<file path="config.mk">
export PLATFORM = sky130hd
export DESIGN_NAME = seg_scan_ctrl
export DESIGN_NICKNAME = d
export VERILOG_FILES = /design/src/rtl/seg_scan_ctrl.sv
export SDC_FILE = /design/constraint.sdc
export NUM_CORES = 1
export LEC_CHECK = 0
export CORE_AREA = 2 2 132 70
export DETAILED_ROUTE_END_ITERATION = 12
export DIE_AREA = 0 0 134 72
export GPL_ROUTABILITY_DRIVEN = 0
export GPL_TIMING_DRIVEN = 0
export PLACE_DENSITY = 0.76
export SETUP_SLACK_MARGIN = 0.1
export SLEW_MARGIN = 15
export SYNTH_ARGS = -nofsm -noshare
export SYNTH_HDL_FRONTEND = slang
export SYNTH_SLANG_ARGS = --single-unit
</file>
<file path="constraint.sdc">
create_clock -name clock -period 2.44 [get_ports clock]
set_input_delay 0.244 -clock clock [delete_from_list [all_inputs] [get_ports clock]]
set_output_delay 0.244 -clock clock [all_outputs]
set_load 0.005 [all_outputs]
</file>
<file path="src/rtl/seg_scan_ctrl.sv">
// Multiplexed 7-segment scan controller: shadowed hex value, per-digit dp,
// leading-zero blanking, anti-ghosting guard at slot start and digit blinking.
module seg_scan_ctrl #(
    parameter int DIGIT_CNT = 8,
    parameter int CLK_DIV   = 100000,
    parameter int GUARD     = 1,
    parameter int BLINK_DIV = 125
) (
    input  logic                   clock,
    input  logic                   reset,
    input  logic [4*DIGIT_CNT-1:0] number,
    input  logic [DIGIT_CNT-1:0]   dp,
    input  logic                   load,
    input  logic                   blank_lz,
    input  logic [DIGIT_CNT-1:0]   blink_mask,
    output logic [7:0]             seg_o,
    output logic [DIGIT_CNT-1:0]   sel_o,
    output logic                   frame_o
);

    localparam int PW = $clog2(CLK_DIV);
    localparam int IW = (DIGIT_CNT > 1) ? $clog2(DIGIT_CNT) : 1;
    localparam int FW = (BLINK_DIV > 1) ? $clog2(BLINK_DIV) : 1;
    localparam logic [PW-1:0] PRESC_MAX = PW'(CLK_DIV - 1);
    localparam logic [PW-1:0] GUARD_V   = PW'(GUARD);
    localparam logic [IW-1:0] IDX_MAX   = IW'(DIGIT_CNT - 1);
    localparam logic [FW-1:0] FC_MAX    = FW'(BLINK_DIV - 1);

    logic [PW-1:0]          presc;
    logic [IW-1:0]          idx;
    logic [FW-1:0]          frame_cnt;
    logic                   phase;
    logic [4*DIGIT_CNT-1:0] shadow_num;
    logic [DIGIT_CNT-1:0]   shadow_dp;

    logic                   tick;
    logic                   frame_wrap;
    logic [DIGIT_CNT-1:0]   lz_blank;
    logic                   all_zero;
    logic [3:0]             nibble;
    logic [DIGIT_CNT-1:0]   sel_next;
    logic [7:0]             seg_next;

    function automatic logic [6:0] hex_decode(input logic [3:0] h);
        case (h)
            4'h0: hex_decode = 7'h3F;
            4'h1: hex_decode = 7'h06;
            4'h2: hex_decode = 7'h5B;
            4'h3: hex_decode = 7'h4F;
            4'h4: hex_decode = 7'h66;
            4'h5: hex_decode = 7'h6D;
            4'h6: hex_decode = 7'h7D;
            4'h7: hex_decode = 7'h07;
            4'h8: hex_decode = 7'h7F;
            4'h9: hex_decode = 7'h6F;
            4'hA: hex_decode = 7'h77;
            4'hB: hex_decode = 7'h7C;
            4'hC: hex_decode = 7'h39;
            4'hD: hex_decode = 7'h5E;
            4'hE: hex_decode = 7'h79;
            default: hex_decode = 7'h71;
        endcase
    endfunction

    assign tick       = (presc == PRESC_MAX);
    assign frame_wrap = tick && (idx == IDX_MAX);

    // A digit is a leading zero when it and every more significant nibble are zero.
    always_comb begin
        lz_blank = '0;
        all_zero = 1'b1;
        for (int i = DIGIT_CNT - 1; i >= 1; i--) begin
            all_zero    = all_zero & (shadow_num[i*4 +: 4] == 4'h0);
            lz_blank[i] = all_zero;
        end
    end

    always_comb begin
        nibble   = shadow_num[{idx, 2'b00} +: 4];
        sel_next = '0;
        if (presc >= GUARD_V) begin
            sel_next[idx] = 1'b1;
        end
        // Blink wins over everything, including the decimal point.
        if (phase && blink_mask[idx]) begin
            seg_next = 8'h00;
        end else if (blank_lz && lz_blank[idx]) begin
            seg_next = {shadow_dp[idx], 7'h00};
        end else begin
            seg_next = {shadow_dp[idx], hex_decode(nibble)};
        end
    end

    always_ff @(posedge clock) begin
        if (reset) begin
            presc      <= '0;
            idx        <= '0;
            frame_cnt  <= '0;
            phase      <= 1'b0;
            shadow_num <= '0;
            shadow_dp  <= '0;
            sel_o      <= '0;
            seg_o      <= 8'h00;
            frame_o    <= 1'b0;
        end else begin
            if (load) begin
                shadow_num <= number;
                shadow_dp  <= dp;
            end
            presc   <= tick ? '0 : presc + PW'(1);
            frame_o <= frame_wrap;
            if (tick) begin
                idx <= (idx == IDX_MAX) ? '0 : idx + IW'(1);
            end
            if (frame_wrap) begin
                if (frame_cnt == FC_MAX) begin
                    frame_cnt <= '0;
                    phase     <= ~phase;
                end else begin
                    frame_cnt <= frame_cnt + FW'(1);
                end
            end
            sel_o <= sel_next;
            seg_o <= seg_next;
        end
    end

endmodule

</file>
# Word level (Yosys, flattened, before mapping)
# Memories as Yosys holds them, arrays and structs flattened. A register that Yosys moved wholly into a read port is not among the register bits.
# Cells that the tools add are included.
dict set report word_totals {
  ramBits 0
  rom_bits 112
  latchBits 0
  output_inout_bits 17
  ff_bits 78
  mem_count 1
}
dict set report classes {
  order_cmp 3
  n_mul 0
  n_shift 1
  n_reduce_logical 16
  bitwise_logic 8
  add_sub_neg 3
  n_eq_ne 3
  mux 10
  div 0
}
# memory words width read_ports rd_clocked_by_memory_dff wr line_no
set mem_list {}
lappend mem_list {{(no name shown)} 16 7 1 1 0 45} ;# case (h)
# op n
set ops {}
lappend ops {{32-bit by 6-bit variable part select with 4-bit output} 1}
lappend ops {{4-bit logical NOT} 7}
lappend ops {{17-bit by 1-bit adder with 17-bit output, second input constant} 1}
lappend ops {{17-bit equality test, second input constant} 1}
lappend ops {{17-bit by 1-bit >= comparator with 1-bit output, second input constant} 1}
lappend ops {{1-bit binary-select mux with 3-bit select} 3}
lappend ops {{7-bit by 1-bit adder with 7-bit output, second input constant} 1}
lappend ops {{7-bit equality test, second input constant} 1}
lappend ops {{7-bit 2-to-1 mux} 1}
lappend ops {{1-bit bitwise AND} 6}
lappend ops {{2-bit OR reduction} 3}
lappend ops {{1-bit logical AND} 4}
lappend ops {{3-bit by 4-bit less-than comparator with 1-bit output, second input constant} 1}
lappend ops {{1-bit 2-to-1 mux} 4}
lappend ops {{3-bit by 1-bit adder with 3-bit output, second input constant} 1}
lappend ops {{1-bit demux with 3-bit select} 1}
lappend ops {{3-bit equality test, second input constant} 1}
lappend ops {{3-bit by 1-bit >= comparator with 1-bit output, second input constant} 1}
lappend ops {{3-bit 2-to-1 mux} 1}
lappend ops {{3-bit OR reduction} 1}
lappend ops {{1-bit NOT} 2}
lappend ops {{2-bit AND reduction} 1}

# Longest topological paths before layout
dict set report logic_depth {
  depth_word 11
  mapped_depth 12
  mapped_depth_nobuf 10
}

# Worst setup path after synthesis
# No wires, ideal clock.
dict set report synth_timing {
  path_kind {flip-flop to flip-flop}
  from {reg idx[1]}
  to {reg seg_o[5]}
  t_arrival_ns 2.446
  stages_incl_launch_ff 11
  n_path_buf 3
  setup_time_ns 0.091
  setup_slack_ns -0.097
  t_required_ns 2.349
  cell_sequence {dfxtp_1 buf_2 buf_2 buf_1 o31ai_1 a211oi_1 inv_1 ha_1 o21ai_0 nor2_1 a311oi_1}
}
dict set report synth_between {
  elab_chain_cells 4
  elab_cells_between_ends 8
  classes_between {shift (1); mux (4); reduce/logical (3)}
}
# element line_no
set synth_lines {}
lappend synth_lines {{from (decl)} 30} ;# logic [IW-1:0] idx;
lappend synth_lines {{from (signal assigned)} 113} ;# idx <= (idx == IDX_MAX) ? '0 : idx + IW'(1);
lappend synth_lines {{1-bit binary-select mux with 3-bit select, on equally long branches} {85, 87}}
lappend synth_lines {{1-bit 2-to-1 mux, on equally long branches} {85, 87}}
lappend synth_lines {{1-bit logical AND, on equally long branches} {85, 87}}
lappend synth_lines {{3-bit OR reduction (no source line)} --}
lappend synth_lines {{to (signal assigned)} 124} ;# seg_o <= seg_next;
lappend synth_lines {{to (decl)} 16} ;# output logic [7:0] seg_o,
# Parallel ways exist; a longest one is shown, timed or not. The select of a mux whose other input is x is not followed.
# A chain may end at the register's enable or synchronous reset.

# Final worst setup path
dict set report layout_timing {
  from {reg idx[0]}
  to {reg seg_o[1]}
}
# The elaborated chain is that of the path after synthesis.

==> flow_summary.ini <==
[hold_path]
holdPathEnd = frame_cnt[1]$_SDFFE_PP0P_
hold_class = flop to flop
worstHoldPathCells = 2
worstHoldStart = frame_cnt[1]$_SDFFE_PP0P_

[worst_setup_path]
crit_required_ns = 2.70
worstSetupPathType = flop to flop
reg2reg_depth = 10
r2r_start = idx[0]$_SDFFE_PP0N_
endpoint_kind = flop
startpoint_type = flop
worst-path-max-fanout = 6
arrival_ns = 2.54
r2r_setup_slack_ns = 0.16
reg2reg_to = seg_o[1]$_SDFF_PP0_

[global_routing]
grt_antenna_before_repair = 0
grt_pass1_vias = 3195
grt_pass1_wl_um = 16400
grt_use_total = 0.222
grt_overflow_total = 0
grt_max_degree = 15

[timing]
hold_viol_final = 0
period_needed_ns = 2.28
setup_viol = 0
timing.final.ws_setup_ns = 0.157
final-max-slew-violation-count = 0
whs_ns = 0.481
fin_skew_ns = 0.00988
fin_crit_sh = 0.936
rsz0062_at_grt = true
fmax_mhz = 438
relSlewSlack = 0.481
worst_pin_slew_ns = 0.778

[layout]
areaGrowthSynthToFinish_pct = 34.3
fin_area_sq_um = 5330
fin_nets = 580
layout-drive-gt1-share = 0.152
fillCellCount = 671
final_cells = 637
register_area_sq_um = 1710
multi_input_area_sq_um = 2190
diodes = 0

[logic_synthesis]
synth_warnings = 0
synthesis.nets = 488
yosysSeqAreaShare = 0.429
synth_area_leader_cell = dfxtp_1
synth.most_common_cell = dfxtp_1
synthTopCellsByArea = dfxtp_1 43%, mux2i_1 12%, nor2_1 7.9%
syn_avg_cell_area_sq_um = 9.38
syn_inst = 423
netlist_top_cells_count = 85 x dfxtp_1, 84 x nor2_1, 48 x mux2i_1, 25 x nand2_1
ys_ff_latch = 85
synth_flop_cell = dfxtp_1
synth_edf_count = 0
syn-cell-area_sq_um = 3970
synth_cell_types = 55
synthArstFlopShare = 0
synth_top_area_share = 0.429

[cts]
cts-root-buf = clkbuf_16
numCtsBuffers = 9
clock_sinks = 85
clockBufferDepth = 2
ctsHtreeMaxLevel = 3
clk_latency_ns = 0.35
cts.clk_slew.worst_paths_ns = 0.06
cts_tree = done

[routing]
wl_per_cell_um = 17.3
vias_per_cell = 5.53
drc = 0
postRouteAntennaNets = 0
drtIter0Drc = 411
wl_um = 11000
first_pass_iters = 6
vias = 3524

[placed_design]
dpl_cell_area_sq_um = 4800
port_buffers = 67
dpl.hpwl_um = 7810
post-place-ws_ns = -0.455
dpl.cell_count = 607

[pwr]
leakage_uw = 0.00211
irDropWorstVdd_mv = 0.368
p_per_area_nw_per_um2 = 592

[run]
drv_cap = 0

[floorplan]
die_y_um = 72
core_sq_um = 8440
start_util = 0.470
num_rows = 24
chipWidth_um = 134
die_area_sq_um = 9650
io_pins = 69

[status]
status = finished clean
==> timing repair <==
action / in CTS / in global routing
buffers inserted: 5 / 8
setup endpoints to repair: 7 / 7
resized for setup: 16 / 19
pin swaps: 3 / 6
hold buffers: 0 / 0
gates cloned: 0 / 1
==> layout by cell type, fill, tap and decap left out, drive strengths merged, types with 5 or more instances in the layout <==
cell | Yosys | final
dfxtp | 85 | 85
nor2 | 84 | 84
clkdlybuf4s50 | 0 | 67
mux2i | 49 | 49
buf | 15 | 29
nand2 | 25 | 25
clkbuf | 7 | 19
nor4 | 14 | 14
xor2 | 13 | 13
ha | 13 | 13
nor3 | 12 | 12
a21oi | 11 | 11
nand3 | 9 | 9
inv | 8 | 8
nand4 | 7 | 7
and3 | 7 | 7
o21ai | 7 | 7
xnor2 | 5 | 5
==> where the power goes <==
| group | internal [uW] | switching [uW] | leakage (uW) |
|---|---|---|---|
| Clock | 748 | 552 | 0.000135 |
| Combinational | 198 | 160 | 0.00127 |
| Sequential | 1440 | 48.6 | 0.000698 |
| Total | 2390 | 760 | 0.00211 |
==> worst max-delay path by stage <==
stage | from | to | slack [ns] | depth (start not counted)
2_1_floorplan | idx[0]$_SDFFE_PP0N_ | seg_o[5]$_SDFF_PP0_ | 0.11 | 10
4_1_cts | idx[1]$_SDFFE_PP0N_ | seg_o[3]$_SDFF_PP0_ | 0.12 | 10
3_5_place_dp | idx[1]$_SDFFE_PP0N_ | seg_o[3]$_SDFF_PP0_ | -0.45 | 10
3_3_place_gp | idx[1]$_SDFFE_PP0N_ | seg_o[3]$_SDFF_PP0_ | -0.47 | 10
5_1_grt | idx[1]$_SDFFE_PP0N_ | seg_o[3]$_SDFF_PP0_ | 0.01 | 12
6_report | idx[0]$_SDFFE_PP0N_ | seg_o[1]$_SDFF_PP0_ | 0.16 | 10
==> flip-flops by register name, summed over array words and instances (netlist names) <==
| signal | cells |
|---|---|
| frame_cnt | 7 |
| frame_o | 1 |
| idx | 3 |
| phase | 1 |
| presc | 17 |
| seg_o | 8 |
| sel_o | 8 |
| shadow_dp | 8 |
| shadow_num | 32 |
==> per-layer routing <==
layer | GRT usage | share of wire | vias up
li1 | - | - | 1674
met1 | 0.320 | 0.49 | 1660
met2 | 0.304 | 0.40 | 172
met3 | 0.0832 | 0.098 | 18
met4 | 0.0697 | 0.017 | 0
met5 | 0 | 0 | -
==> cells by family (layout without fill, tap and decap cells) <==
logic type      Yosys count  count (layout)  share of synthesized area
mux                      55              55                      0.156
compound gates           40              40                     0.0700
xor+xnor                 18              18                     0.0397
buf+inv                  30             127                     0.0372
fa+ha+maj                13              13                     0.0410
flops                    85              85                      0.429
simple gates            182             182                      0.227
==> cell type report <==
type | instances | area share
Inverter | 8 | 0.00564
Tap cell | 117 | 0.0275
Timing Repair Buffer | 81 | 0.150
Clock buffer | 12 | 0.0482
Sequential cell | 85 | 0.320
Buffer | 22 | 0.0303
Multi-Input combinational cell | 308 | 0.412
Clock inverter | 4 | 0.00611
==> stage by stage <==
step / power [uW] / utilization / TNS [ns]
3_3_place_gp: 1840 / 0.569 / -1.71
5_1_grt: 3260 / 0.631 / 0
4_1_cts: 3150 / 0.615 / 0
2_1_floorplan: 1680 / - / 0
6_report: 3150 / 0.631 / 0
3_5_place_dp: 1850 / 0.569 / -2.18
==> critical path, stage by stage (launching register included) <==
cell     delay (ns)
dfxtp_2        0.34
buf_6          0.10
buf_8          0.11
buf_12         0.12
mux4_2         0.56
mux2i_4        0.21
buf_6          0.15
ha_1           0.26
nand2_1        0.09
mux2i_1        0.08
nor3_1         0.18
No activity file was read; power rests on OpenSTA's default activity.
